$ cat config.mk
export PLATFORM = sky130hd
export DESIGN_NAME = a5_keystream_fetcher
export DESIGN_NICKNAME = d
export VERILOG_FILES = /design/src/rtl/a5_regs_pkg.sv /design/src/rtl/a5_wb_xfer.sv /design/src/rtl/a5_keystream_fetcher.sv
export SDC_FILE = /design/constraint.sdc
export NUM_CORES = 1
export LEC_CHECK = 0
export ABC_AREA = 0
export CAP_MARGIN = 20
export CORE_UTILIZATION = 23
export CTS_BUF_LIST = sky130_fd_sc_hd__clkbuf_4 sky130_fd_sc_hd__clkbuf_8 sky130_fd_sc_hd__clkbuf_16
export DETAILED_ROUTE_END_ITERATION = 10
export GPL_TIMING_DRIVEN = 0
export SYNTH_ARGS = -nofsm -noshare
export SYNTH_HDL_FRONTEND = slang
export SYNTH_SLANG_ARGS = --single-unit
$ cat constraint.sdc
create_clock -name clk -period 4.2 [get_ports clk]
set_clock_uncertainty 0.05 [all_clocks]
set_input_delay 1.05 -clock clk [delete_from_list [all_inputs] [get_ports clk]]
set_output_delay 1.05 -clock clk [all_outputs]
set_load 0.01 [all_outputs]
$ cat src/rtl/a5_regs_pkg.sv
// Register map, ID constant, STATUS bit positions and FSM encoding shared by the
// A5/1 keystream fetcher and its Wishbone transfer engine.
package a5_regs_pkg;

    localparam logic [7:0] REG_ID      = 8'h00;
    localparam logic [7:0] REG_STATUS  = 8'h04;
    localparam logic [7:0] REG_CONTROL = 8'h08;
    localparam logic [7:0] REG_DATA    = 8'h0C;
    localparam logic [7:0] REG_KEY_LO  = 8'h10;
    localparam logic [7:0] REG_KEY_HI  = 8'h14;
    localparam logic [7:0] REG_FRAME   = 8'h18;

    localparam logic [31:0] A5_ID_VALUE = 32'h4135_4135;

    localparam int STATUS_NOT_EMPTY_BIT = 0;
    localparam int STATUS_FULL_BIT      = 1;

    typedef enum logic [3:0] {
        S_IDLE      = 4'd0,
        S_CHK_ID    = 4'd1,
        S_WR_KEY_LO = 4'd2,
        S_WR_KEY_HI = 4'd3,
        S_WR_FRAME  = 4'd4,
        S_WR_CTRL   = 4'd5,
        S_POLL      = 4'd6,
        S_RD_DATA   = 4'd7,
        S_OUT       = 4'd8
    } fetch_state_e;

    // One bus request as launched towards the transfer engine.
    typedef struct packed {
        logic        valid;
        logic        we;
        logic [7:0]  off;
        logic [31:0] wdata;
    } bus_req_t;

    function automatic bus_req_t wr_req(input logic [7:0] off, input logic [31:0] wdata);
        bus_req_t r;
        r.valid = 1'b1;
        r.we    = 1'b1;
        r.off   = off;
        r.wdata = wdata;
        return r;
    endfunction

    function automatic bus_req_t rd_req(input logic [7:0] off);
        bus_req_t r;
        r.valid = 1'b1;
        r.we    = 1'b0;
        r.off   = off;
        r.wdata = 32'h0;
        return r;
    endfunction

endpackage

$ cat src/rtl/a5_wb_xfer.sv
// Single-transfer Wishbone classic engine: registered bus outputs, an idle cycle
// after every acknowledged or timed-out transfer, and a per-transfer ack timeout.
module a5_wb_xfer #(
    parameter int unsigned TIMEOUT = 16
) (
    input  logic        clk,
    input  logic        reset_n,
    input  logic        req,
    input  logic [31:0] addr,
    input  logic        we,
    input  logic [31:0] wdata,
    output logic [31:0] rdata,
    output logic        ack_done,
    output logic        timeout,
    output logic        wbm_cyc_o,
    output logic        wbm_stb_o,
    output logic        wbm_we_o,
    output logic [3:0]  wbm_sel_o,
    output logic [31:0] wbm_adr_o,
    output logic [31:0] wbm_dat_o,
    input  logic [31:0] wbm_dat_i,
    input  logic        wbm_ack_i
);

    localparam int unsigned TW = $clog2(TIMEOUT + 1);

    logic          cyc_q, cyc_d;
    logic          we_q, we_d;
    logic [3:0]    sel_q, sel_d;
    logic [31:0]   adr_q, adr_d;
    logic [31:0]   dat_q, dat_d;
    logic [31:0]   rdata_q, rdata_d;
    logic          ack_done_q, ack_done_d;
    logic          timeout_q, timeout_d;
    logic [TW-1:0] tmo_cnt_q, tmo_cnt_d;

    always_comb begin
        // NOTE: every signal written here gets a default first, so no path can infer a latch.
        cyc_d      = cyc_q;
        we_d       = we_q;
        sel_d      = sel_q;
        adr_d      = adr_q;
        dat_d      = dat_q;
        rdata_d    = rdata_q;
        ack_done_d = 1'b0;
        timeout_d  = 1'b0;
        tmo_cnt_d  = tmo_cnt_q;

        if (cyc_q) begin
            if (wbm_ack_i) begin
                ack_done_d = 1'b1;
                rdata_d    = wbm_dat_i;
            end else if (tmo_cnt_q == TW'(TIMEOUT - 1)) begin
                timeout_d = 1'b1;
            end else begin
                tmo_cnt_d = tmo_cnt_q + TW'(1);
            end
            if (wbm_ack_i || timeout_d) begin
                cyc_d = 1'b0;
                we_d  = 1'b0;
                sel_d = 4'h0;
                adr_d = 32'h0;
                dat_d = 32'h0;
            end
        end else if (req) begin
            // Requests only arrive once ack_done/timeout is seen, i.e. in the cycle the
            // bus is already low, which gives the mandatory idle gap for free.
            cyc_d     = 1'b1;
            we_d      = we;
            sel_d     = 4'hF;
            adr_d     = addr;
            dat_d     = wdata;
            tmo_cnt_d = '0;
        end
    end

    // NOTE: sequential state uses <= so every flop samples pre-edge values; the async
    // reset drops the bus immediately without waiting for a clock.
    always_ff @(posedge clk or negedge reset_n) begin
        if (!reset_n) begin
            cyc_q      <= 1'b0;
            we_q       <= 1'b0;
            sel_q      <= 4'h0;
            adr_q      <= 32'h0;
            dat_q      <= 32'h0;
            rdata_q    <= 32'h0;
            ack_done_q <= 1'b0;
            timeout_q  <= 1'b0;
            tmo_cnt_q  <= '0;
        end else begin
            cyc_q      <= cyc_d;
            we_q       <= we_d;
            sel_q      <= sel_d;
            adr_q      <= adr_d;
            dat_q      <= dat_d;
            rdata_q    <= rdata_d;
            ack_done_q <= ack_done_d;
            timeout_q  <= timeout_d;
            tmo_cnt_q  <= tmo_cnt_d;
        end
    end

    assign wbm_cyc_o = cyc_q;
    assign wbm_stb_o = cyc_q;
    assign wbm_we_o  = we_q;
    assign wbm_sel_o = sel_q;
    assign wbm_adr_o = adr_q;
    assign wbm_dat_o = dat_q;
    assign rdata     = rdata_q;
    assign ack_done  = ack_done_q;
    assign timeout   = timeout_q;

endmodule

$ cat src/rtl/a5_keystream_fetcher.sv
// Wishbone initiator that programs the A5/1 target, triggers a load and streams DATA
// words out on valid/ready. Define A5_ID_CHECK_EN to read and verify the ID register first.
module a5_keystream_fetcher
    import a5_regs_pkg::*;
#(
    parameter logic [31:0] BASE_ADDR = 32'h3000_0000,
    parameter int unsigned TIMEOUT   = 16,
    parameter int unsigned POLL_MAX  = 1024
) (
    input  logic        clk,
    input  logic        reset_n,
    input  logic        start,
    input  logic [63:0] key,
    input  logic [21:0] frame,
    input  logic [7:0]  num_words,
    output logic        busy,
    output logic        done,
    output logic        error,
    output logic [31:0] ks_data,
    output logic        ks_valid,
    input  logic        ks_ready,
    output logic        wbm_cyc_o,
    output logic        wbm_stb_o,
    output logic        wbm_we_o,
    output logic [3:0]  wbm_sel_o,
    output logic [31:0] wbm_adr_o,
    output logic [31:0] wbm_dat_o,
    input  logic [31:0] wbm_dat_i,
    input  logic        wbm_ack_i
);

    localparam int unsigned PCW = $clog2(POLL_MAX + 1);

    fetch_state_e   state_q, state_d;
    logic [63:0]    key_q, key_d;
    logic [21:0]    frame_q, frame_d;
    logic [7:0]     num_words_q, num_words_d;
    logic [7:0]     word_cnt_q, word_cnt_d;
    logic [PCW-1:0] poll_cnt_q, poll_cnt_d;
    logic [31:0]    ks_data_q, ks_data_d;
    logic           ks_valid_q, ks_valid_d;
    logic           busy_q, busy_d;
    logic           done_q, done_d;
    logic           error_q, error_d;

    bus_req_t       breq;
    logic [31:0]    breq_addr;
    logic [31:0]    xfer_rdata;
    logic           xfer_ack_done;
    logic           xfer_timeout;

    assign breq_addr = BASE_ADDR + {24'h0, breq.off};

    a5_wb_xfer #(
        .TIMEOUT(TIMEOUT)
    ) u_xfer (
        .clk       (clk),
        .reset_n   (reset_n),
        .req       (breq.valid),
        .addr      (breq_addr),
        .we        (breq.we),
        .wdata     (breq.wdata),
        .rdata     (xfer_rdata),
        .ack_done  (xfer_ack_done),
        .timeout   (xfer_timeout),
        .wbm_cyc_o (wbm_cyc_o),
        .wbm_stb_o (wbm_stb_o),
        .wbm_we_o  (wbm_we_o),
        .wbm_sel_o (wbm_sel_o),
        .wbm_adr_o (wbm_adr_o),
        .wbm_dat_o (wbm_dat_o),
        .wbm_dat_i (wbm_dat_i),
        .wbm_ack_i (wbm_ack_i)
    );

    always_comb begin
        state_d     = state_q;
        key_d       = key_q;
        frame_d     = frame_q;
        num_words_d = num_words_q;
        word_cnt_d  = word_cnt_q;
        poll_cnt_d  = poll_cnt_q;
        ks_data_d   = ks_data_q;
        ks_valid_d  = ks_valid_q;
        done_d      = 1'b0;
        error_d     = 1'b0;
        breq        = '0;

        // Each transition into a bus state launches that state's transfer in the same
        // cycle, so the first stb lands at T+1 and transfers run back to back.
        case (state_q)
            S_IDLE: begin
                if (start) begin
                    key_d       = key;
                    frame_d     = frame;
                    num_words_d = num_words;
                    word_cnt_d  = 8'd0;
                    poll_cnt_d  = '0;
`ifdef A5_ID_CHECK_EN
                    state_d = S_CHK_ID;
                    breq    = rd_req(REG_ID);
`else
                    state_d = S_WR_KEY_LO;
                    breq    = wr_req(REG_KEY_LO, key[31:0]);
`endif
                end
            end
`ifdef A5_ID_CHECK_EN
            S_CHK_ID: begin
                if (xfer_ack_done) begin
                    if (xfer_rdata != A5_ID_VALUE) begin
                        error_d = 1'b1;
                        state_d = S_IDLE;
                    end else begin
                        state_d = S_WR_KEY_LO;
                        breq    = wr_req(REG_KEY_LO, key_q[31:0]);
                    end
                end
            end
`endif
            S_WR_KEY_LO: begin
                if (xfer_ack_done) begin
                    state_d = S_WR_KEY_HI;
                    breq    = wr_req(REG_KEY_HI, key_q[63:32]);
                end
            end
            S_WR_KEY_HI: begin
                if (xfer_ack_done) begin
                    state_d = S_WR_FRAME;
                    breq    = wr_req(REG_FRAME, {10'b0, frame_q});
                end
            end
            S_WR_FRAME: begin
                if (xfer_ack_done) begin
                    state_d = S_WR_CTRL;
                    breq    = wr_req(REG_CONTROL, 32'h1);
                end
            end
            S_WR_CTRL: begin
                if (xfer_ack_done) begin
                    if (num_words_q == 8'd0) begin
                        done_d  = 1'b1;
                        state_d = S_IDLE;
                    end else begin
                        state_d = S_POLL;
                        breq    = rd_req(REG_STATUS);
                    end
                end
            end
            S_POLL: begin
                if (xfer_ack_done) begin
                    if (xfer_rdata[STATUS_NOT_EMPTY_BIT]) begin
                        state_d = S_RD_DATA;
                        breq    = rd_req(REG_DATA);
                    end else if (poll_cnt_q == PCW'(POLL_MAX - 1)) begin
                        error_d = 1'b1;
                        state_d = S_IDLE;
                    end else begin
                        poll_cnt_d = poll_cnt_q + PCW'(1);
                        breq       = rd_req(REG_STATUS);
                    end
                end
            end
            S_RD_DATA: begin
                if (xfer_ack_done) begin
                    ks_data_d  = xfer_rdata;
                    ks_valid_d = 1'b1;
                    poll_cnt_d = '0;
                    state_d    = S_OUT;
                end
            end
            S_OUT: begin
                if (ks_ready) begin
                    ks_valid_d = 1'b0;
                    word_cnt_d = word_cnt_q + 8'd1;
                    if (word_cnt_q + 8'd1 == num_words_q) begin
                        done_d  = 1'b1;
                        state_d = S_IDLE;
                    end else begin
                        state_d = S_POLL;
                        breq    = rd_req(REG_STATUS);
                    end
                end
            end
            default: state_d = S_IDLE;
        endcase

        // The engine has already dropped the bus on a timeout; abandon the run.
        if (xfer_timeout) begin
            error_d    = 1'b1;
            done_d     = 1'b0;
            ks_valid_d = 1'b0;
            state_d    = S_IDLE;
            breq       = '0;
        end

        busy_d = (state_d != S_IDLE);
    end

    always_ff @(posedge clk or negedge reset_n) begin
        if (!reset_n) begin
            state_q     <= S_IDLE;
            key_q       <= 64'h0;
            frame_q     <= 22'h0;
            num_words_q <= 8'd0;
            word_cnt_q  <= 8'd0;
            poll_cnt_q  <= '0;
            ks_data_q   <= 32'h0;
            ks_valid_q  <= 1'b0;
            busy_q      <= 1'b0;
            done_q      <= 1'b0;
            error_q     <= 1'b0;
        end else begin
            state_q     <= state_d;
            key_q       <= key_d;
            frame_q     <= frame_d;
            num_words_q <= num_words_d;
            word_cnt_q  <= word_cnt_d;
            poll_cnt_q  <= poll_cnt_d;
            ks_data_q   <= ks_data_d;
            ks_valid_q  <= ks_valid_d;
            busy_q      <= busy_d;
            done_q      <= done_d;
            error_q     <= error_d;
        end
    end

    assign busy     = busy_q;
    assign done     = done_q;
    assign error    = error_q;
    assign ks_data  = ks_data_q;
    assign ks_valid = ks_valid_q;

endmodule
# Yosys cells after proc, flatten, opt, wreduce, memory -nomap -nowiden
# Index checks and enable logic that the tools add are counted.
[word_totals] ff_bits=262 inputBits=131 out_inout_bits=107 elab_cells=136
[classes] n_addsub=4 n_eq_ne=21 n_mux=75 reduce_logical=16
[ops] cell="two-way mux 42 bit" n=12
[ops] cell="case mux 42 bit (7 select lines)" n=1
[ops] cell="two-way mux 32 bit" n=5
[ops] cell="two-way mux 4 bit" n=14
[ops] cell="two-way mux 11 bit" n=5
[ops] cell="case mux 11 bit (3 select lines)" n=1
[ops] cell="case mux 4 bit (8 select lines)" n=1
[ops] cell="adder 30 x 8 -> 31 bit, first input constant" n=1
[ops] cell="two-way mux 1 bit" n=25
[ops] cell="two-way mux 5 bit" n=4
[ops] cell="== test 4 x 3 -> 1 bit, second input constant" n=4
[ops] cell="two-way mux 8 bit" n=2
[ops] cell="case mux 8 bit (2 select lines)" n=1
[ops] cell="!= test 2 bit, second input constant" n=7
[ops] cell="adder 11 x 1 -> 11 bit, second input constant" n=1
[ops] cell="== test 11 x 10 -> 1 bit, second input constant" n=1
[ops] cell="AND reduction 3 bit" n=3
[ops] cell="adder 8 x 1 -> 8 bit, second input constant" n=1
[ops] cell="== test 4 x 2 -> 1 bit, second input constant" n=2
[ops] cell="== test 8 bit" n=1
[ops] cell="zero test 8 bit" n=1
[ops] cell="AND reduction 2 bit" n=4
[ops] cell="two-way mux 3 bit" n=2
[ops] cell="AND reduction 6 bit" n=1
[ops] cell="other kinds (12)" n=16

# Logic depth before layout (Yosys ltp)
# Gate-level depths: netlist of run 1.
[depth] word_depth=9 ltp_mapped=10 ltp_nobuf=9

# Modules after synthesis
# From an unflattened synthesis of run 1, not the netlist that was laid out.
[unflattened] cells_unflattened=873 hier_area_um2=9878.2
[by_module_without_submodules] module="a5_keystream_fetcher" instances=1 cells_each=614 area_per_inst_um2=5906.9
[by_module_without_submodules] module="a5_wb_xfer" instances=1 cells_each=259 area_per_inst_um2=3971.3

# Worst setup path before layout of run 1
# Ideal clock, no wire load.
[synth_timing] path_type="reg-to-reg" startpoint="reg word_cnt_q[0]" endpoint="reg u_xfer.adr_q[2] (netlist: u_xfer.wbm_adr_o[2])" setup_time_ns=0.138 arrival_time_ns=2.399 t_required_ns=4.012 setup_slack_ns=1.613 path_stages_with_launch=10 n_path_buf=0 synth_period_minus_slack_ns=2.587 path_cell_list="dfrtp_1 ha_1 nand3_1 xor2_2 xnor2_1 or4_4 a211oi_4 nor2_1 o41ai_2 a21oi_1"
[synth_via] elab_chain_cells=9 word_cells_on_any_way=11
[synth_rtl] item="from (decl)" line="a5_keystream_fetcher.sv:38" text="logic [7:0] word_cnt_q, word_cnt_d;"
[synth_rtl] item="from (signal assigned)" line="a5_keystream_fetcher.sv:218" text="word_cnt_q <= word_cnt_d;"
[synth_rtl] item="adder 8 x 1 -> 8 bit *" line="a5_keystream_fetcher.sv:176" text="if (word_cnt_q + 8'd1 == num_words_q) begin"
[synth_rtl] item="== test 8 bit *" line="a5_keystream_fetcher.sv:176"
[synth_rtl] item="two-way mux 42 bit *" line="a5_keystream_fetcher.sv:176"
[synth_rtl] item="two-way mux 42 bit *" line="a5_keystream_fetcher.sv:173" text="if (ks_ready) begin"
[synth_rtl] item="case mux 42 bit (7 select lines) *" line="a5_keystream_fetcher.sv:91" text="case (state_q)"
[synth_rtl] item="two-way mux 42 bit *" line="a5_keystream_fetcher.sv:189" text="if (xfer_timeout) begin"
[synth_rtl] item="adder 30 x 8 -> 31 bit" line="a5_keystream_fetcher.sv:52" text="assign breq_addr = BASE_ADDR + {24'h0, breq.off};"
[synth_rtl] item="two-way mux 32 bit" line="a5_wb_xfer.sv:65" text="end else if (req) begin"
[synth_rtl] item="two-way mux 32 bit" line="a5_wb_xfer.sv:49" text="if (cyc_q) begin"
[synth_rtl] item="to (signal assigned)" line="a5_wb_xfer.sv:94" text="adr_q <= adr_d;"
[synth_rtl] item="to (decl)" line="a5_wb_xfer.sv:30" text="logic [31:0] adr_q, adr_d;"
# Every way passes the cells marked *; elsewhere a longest branch is shown, timed or not. The select of a mux whose other input is x is not followed.
# A chain may end at the register's enable or synchronous reset.

# Final worst setup path of run 1
[layout_timing] startpoint="reg state_q[1]" endpoint="reg word_cnt_q[5]"
[layout_via] elab_chain_cells=3 word_cells_on_any_way=7
[layout_rtl] item="from (decl)" line="a5_keystream_fetcher.sv:34" text="fetch_state_e state_q, state_d;"
[layout_rtl] item="from (signal assigned)" line="a5_keystream_fetcher.sv:214" text="state_q <= state_d;"
[layout_rtl] item="== test 4 bit or zero test 4 bit (tied branches)" line="a5_keystream_fetcher.sv:91"
[layout_rtl] item="!= test 2 bit (no source line) or nonzero test 2 bit (tied branches)"
[layout_rtl] item="AND reduction 3 bit (no source line)"
# Several ways; a longest one is shown, not always the timed one.

==> results of run 1 <==
## power breakdown
group,switching [mW],total [mW],internal (mW)
clock network,0.741,1.77,1.03
logic,1.48,3.10,1.62
registers,0.437,3.04,2.61
## stage by stage
step	worst slack (ns)	area [um2]
2_1_floorplan	1.61	9340
3_3_place_gp	-6.72	12100
3_5_place_dp	0.507	12200
4_1_cts	0.918	12800
5_1_grt	0.667	12800
6_report	0.955	12800
## cells in the mapped netlist (3+ instances only)
cell	instances
a21o_1	3
a21oi_1	8
a222oi_1	21
a22o_1	14
a22oi_1	3
a31oi_1	3
and2_0	7
and2_1	17
and3_1	7
buf_1	4
buf_2	9
buf_4	33
clkbuf_1	32
dfrtp_1	198
ha_1	4
mux2_2	128
mux2i_1	11
nand2_1	69
nand2b_1	4
nand3_1	8
nor2_1	53
nor2b_1	7
nor3_1	7
nor3b_1	5
o211ai_1	3
o21a_1	3
o21ai_0	48
o31ai_1	4
o31ai_2	21
xnor2_1	7
xor2_1	6
## metal layers
| layer | vias to the layer above | routed length [um] | global-route usage |
|---|---|---|---|
| li1 | 3260 | - | - |
| met1 | 3456 | 11900 | 0.172 |
| met2 | 191 | 12300 | 0.208 |
| met3 | 24 | 1770 | 0.0413 |
| met4 | 6 | 353 | 0.0435 |
| met5 | - | 46 | 0 |
## critical path: stages, from the launching register on
cell and delay, ns:
dfrtp_1 0.37, clkbuf_1 0.20, nor3_1 0.52, nand2_1 0.19, nor2_1 0.44, clkbuf_1 0.67
nor2_1 0.31, o21ai_0 0.26, o41ai_1 0.11
## sequential cells by signal (all words and copies together) (netlist names), 5 cells and up
name	flops
u_xfer.wbm_dat_o	32
key_q	32
ks_data	32
u_xfer.rdata	32
word_cnt_q	8
frame_q	22
poll_cnt_q	11
u_xfer.tmo_cnt_q	5
num_words_q	8
## worst max path at each step
stage | endpoint | cells after the start | slack [ns] | from
global placement | key_q[57]$_DFFE_PN0P_ | 1 | -6.72 | reset_n
floorplan | u_xfer.wbm_adr_o[2]$_DFFE_PN0P_ | 9 | 1.61 | word_cnt_q[0]$_DFFE_PN0P_
finish | word_cnt_q[5]$_DFFE_PN0P_ | 8 | 0.96 | state_q[1]$_DFF_PN0_
global route | poll_cnt_q[9]$_DFFE_PN0P_ | 9 | 0.67 | state_q[1]$_DFF_PN0_
detailed placement | word_cnt_q[5]$_DFFE_PN0P_ | 7 | 0.51 | start
CTS | word_cnt_q[5]$_DFFE_PN0P_ | 8 | 0.92 | state_q[1]$_DFF_PN0_
## area by class of cell
type,count,area [um2],area share
tap,525,657,0.0514
inverter,2,7.51,0.000587
antenna,3,7.51,0.000587
sequential,198,4950,0.388
buffer,80,450,0.0352
clock inverter,8,150,0.0117
timing repair buffer,212,2160,0.169
multi-input combinational,526,3930,0.307
clock buffer,21,462,0.0361
## logic make-up after synthesis
family	after synthesis	share of synthesized area
DFF	198	0.536
and+or+nand+nor	196	0.100
AOI/OAI and AO/OA	145	0.125
muxes	139	0.168
buffers and inverters	82	0.0495
xor gates and xnor gates	15	0.0158
adders and majority gates	4	0.00542
other	1	0.000406
==> results.toml, run 1 <==
[cts]
worstSkewPairLatency_ns = 0.44
cts_tree = "yes"
cts_setup_buffers = 0
cts_resized = 0
clock_path_buffers = 2
numCtsBuffers = 17
cts-hold-fix-buffers = 0
clock-root-buffer = "clkbuf_16"
clk_pin_slew_ns = 0.07
htree_levels = 4
cts_sinks = 198

[sta]
holdWs_ns = 0.451
slew_headroom = 0.430
fmax_mhz = 308
timing.setup.tns_ns = 0
rsz0062_at_grt = "no"
slew_violations = 0
worst_slew_pin_slew_ns = 0.855
period_minus_slack_ns = 3.24
finalCritPeriodShare = 0.773
hold_violations = 0
setup_viol = 0

[synth]
synthCells = 780
syn_avg_cell_area_um2 = 11.8
synth_top_area_frac = 0.536
ys_types = 58
synth_edf_count = 0
yosysTopAreaCell = "dfrtp_1"
ys_seq_elements = 198
seq_area_frac_synth = 0.536
mappedNetlistArea_um2 = 9240
synthArstFlopShare = 1.00
synthFlopType = "dfrtp_1"
netlist_top_cells_area = "dfrtp_1 (54%), mux2_2 (16%), o31ai_2 (2.8%)"
yosysWarnings = 0

[global_routing]
grt_first_pass_wirelength_um = 41500
grt-ovfl-total = 0
grt_antenna_before_repair = 6
grt_start_max_net_pins = 76
grt_pass1_vias = 7177
track_usage = 0.132

[drt]
avgRoutedWirePerCell_um = 16.7
vias_per_cell = 4.40
routed-via-count = 6937
drt_iter0_drc = 437
firstDrtPassIters = 6
drc = 0
wirelength_um = 26400
ant_nets = 0

[floorplanning]
start_util = 0.233
die_x_um = 202
die_h_um = 202
io_pins = 238
die_area_um2 = 41000
rows = 73
coreArea_um2 = 39600

[power_and_ir_drop]
p_per_area_nw_per_um2 = 619
vdd_drop_max_mv = 0.346
p_total_mw = 7.91
leakage_nw = 5.35

[layout]
layout_common_cells = "clkdlybuf4s50_1 (209), dfrtp_1 (198), mux2_2 (128), nand2_1 (69), nor2_1 (53)"
layout_commonest_cell = "clkdlybuf4s50_1"
areaGrowthSynthToFinish_pct = 38.3
num-fill-cells = 4091
layout-drive-gt1-share = 0.223
postLayoutCoreUtil = 0.322
nets = 1172
fin_cells = 1575

[placement]
hpwl_um = 19400
numPortBuffers = 210
dpl.cell_count = 1543
place_congestion = 0.769

[worst_setup_path]
r2r_slack_ns = 0.96
critPathCaptureType = "flip-flop"
worstPathMaxFanout = 10
start_kind = "flip-flop"
crit_type = "reg2reg"
required_ns = 4.45
rr_endpoint = "word_cnt_q[5]$_DFFE_PN0P_"
reg2reg_depth = 8
r2r-start = "state_q[1]$_DFF_PN0_"
critPathArrivalTime_ns = 3.50

[flow_run]
max_cap_violations = 0

[status]
run_status = "finished, final reports clean"

[worst_hold_path]
hold_end = "ks_data[11]$_DFFE_PN0P_"
hp-class = "reg2reg"
holdPathStages = 1
min_from = "u_xfer.rdata[11]$_DFFE_PN0P_"
(Power assumes the default switching activity.)
==> run 2, diff against run 1 <==
clock period = 2.8 ns   (was 4.2 ns; I/O delays follow)
==> results.toml, run 2 (synthesis gave the netlist of run 1 again) <==
[worst_setup_path]
r2r_slack_ns = 0.06
worstPathMaxFanout = 6
crit_type = "reg2reg"
critPathArrivalTime_ns = 3.04
critPathLaunch = "word_cnt_q[1]$_DFFE_PN0P_"
start_kind = "flip-flop"
critPathCaptureType = "flip-flop"
r2r-start = "word_cnt_q[1]$_DFFE_PN0P_"
required_ns = 3.10

[placement]
dpl.cell_count = 1543
place_congestion = 0.769
numPortBuffers = 210
hpwl_um = 19400

[power_and_ir_drop]
leakage_nw = 5.51
vdd_drop_max_mv = 0.542
p_per_area_nw_per_um2 = 928

[cts]
clock_path_buffers = 2
htree_levels = 4
worstSkewPairLatency_ns = 0.45
clock-root-buffer = "clkbuf_16"
cts-hold-fix-buffers = 0
cts_tree = "yes"
clk_pin_slew_ns = 0.07
cts_sinks = 198
numCtsBuffers = 17

[layout]
nets = 1184
layout_common_cells = "clkdlybuf4s50_1 (209), dfrtp_1 (195), mux2_2 (128), nand2_1 (69), o21ai_0 (48)"
layout_commonest_cell = "clkdlybuf4s50_1"
areaGrowthSynthToFinish_pct = 41.7
layout-drive-gt1-share = 0.266
multi_input_comb_area_um2 = 4050
regArea_um2 = 4960
num-fill-cells = 4069
fin_cells = 1587

[global_routing]
grt_antenna_before_repair = 6
grt_start_max_net_pins = 76
grt-ovfl-total = 0
grt_pass1_vias = 7192
track_usage = 0.133
grt_first_pass_wirelength_um = 41600

[floorplanning]
io_pins = 238
die_x_um = 202
die_area_um2 = 41000
die_h_um = 202
rows = 73
start_util = 0.233
coreArea_um2 = 39600

[drt]
avgRoutedWirePerCell_um = 16.8
vias_per_cell = 4.39
drc = 0
routed-via-count = 6973
ant_nets = 0
wirelength_um = 26700
drt_iter0_drc = 415
firstDrtPassIters = 5

[sta]
finalCritPeriodShare = 0.979
setup_viol = 0
worst_slew_pin_slew_ns = 0.862
slew_headroom = 0.426
fmax_mhz = 365
slew_violations = 0
holdWs_ns = 0.112
rsz0062_at_grt = "yes"
period_minus_slack_ns = 2.74
hold_violations = 0

[status]
run_status = "finished, final reports clean"

[worst_hold_path]
hp-class = "in2async"

[flow_run]
max_cap_violations = 0
run 2: cell count changes in the layout (fill, tap and decap cells not counted), moves of 5 or more:
cell and delta:
clkbuf_2 +12, nor2_1 -7, clkbuf_1 -15, buf_4 +5, clkbuf_4 +5, nor2_2 +7
run 2: worst paths after layout:
kind,end,cells after the start
max,u_xfer.wbm_dat_o[3]$_DFFE_PN0P_,12
min,ks_data[7]$_DFFE_PN0P_,1
max reg2reg,u_xfer.wbm_dat_o[3]$_DFFE_PN0P_,12
min reg2reg,ks_data[11]$_DFFE_PN0P_,1
max in group asynchronous,u_xfer.wbm_dat_o[12]$_DFFE_PN0P_,3
min in group clk,ks_data[11]$_DFFE_PN0P_,1
run 2: area by class of cell:
cell class / instances / share of cell area
clock inverters: 8 / 0.0115
clock buffers: 21 / 0.0353
plain buffers: 80 / 0.0386
diodes: 3 / 0.000573
well taps: 525 / 0.0502
flip-flops and latches: 198 / 0.379
multi-input cells: 526 / 0.309
inverters: 2 / 0.000573
repair buffers: 224 / 0.176
run 2: through the flow:
stage          setup WS [ns]  power, mW   util  cell area, um2  setup TNS [ns]
2_1_floorplan          0.213       7.43      -            9340               0
3_3_place_gp           -7.77       9.21  0.305           12100        -1581.71
3_5_place_dp          -0.543       9.35  0.307           12200          -48.75
4_1_cts              0.00222       12.1  0.324           12900               0
5_1_grt              -0.0329       13.0  0.330           13100          -0.229
6_report              0.0594       12.2  0.330           13100               0
run 2: repair_timing:
item,in CTS,in global routing
pin swaps,2,6
resized for setup,20,55
gates cloned,0,1
setup endpoints to repair,153,129
buffers inserted,3,8
run 2: report_power, final:
group | internal [mW] | switching, mW
Sequential | 3.91 | 0.662
Combinational | 2.64 | 2.29
Clock | 1.54 | 1.12
run 2: per-layer routing:
layer / global-route usage / vias to the layer above / wire length [um]
li1: - / 3282 / -
met2: 0.208 / 190 / 12500
met1: 0.172 / 3470 / 12000
met4: 0.0446 / 6 / 381
met3: 0.0414 / 25 / 1750
met5: 0 / - / 46
run 2: critical path: stages (launching register included):
cell	delay (ns)
dfrtp_1	0.42
buf_6	0.14
and3_4	0.18
xnor2_2	0.14
xnor2_1	0.13
or4_4	0.54
a211oi_4	0.17
buf_6	0.14
o21ai_4	0.10
buf_12	0.17
clkbuf_16	0.15
and2_1	0.14
o31ai_2	0.17
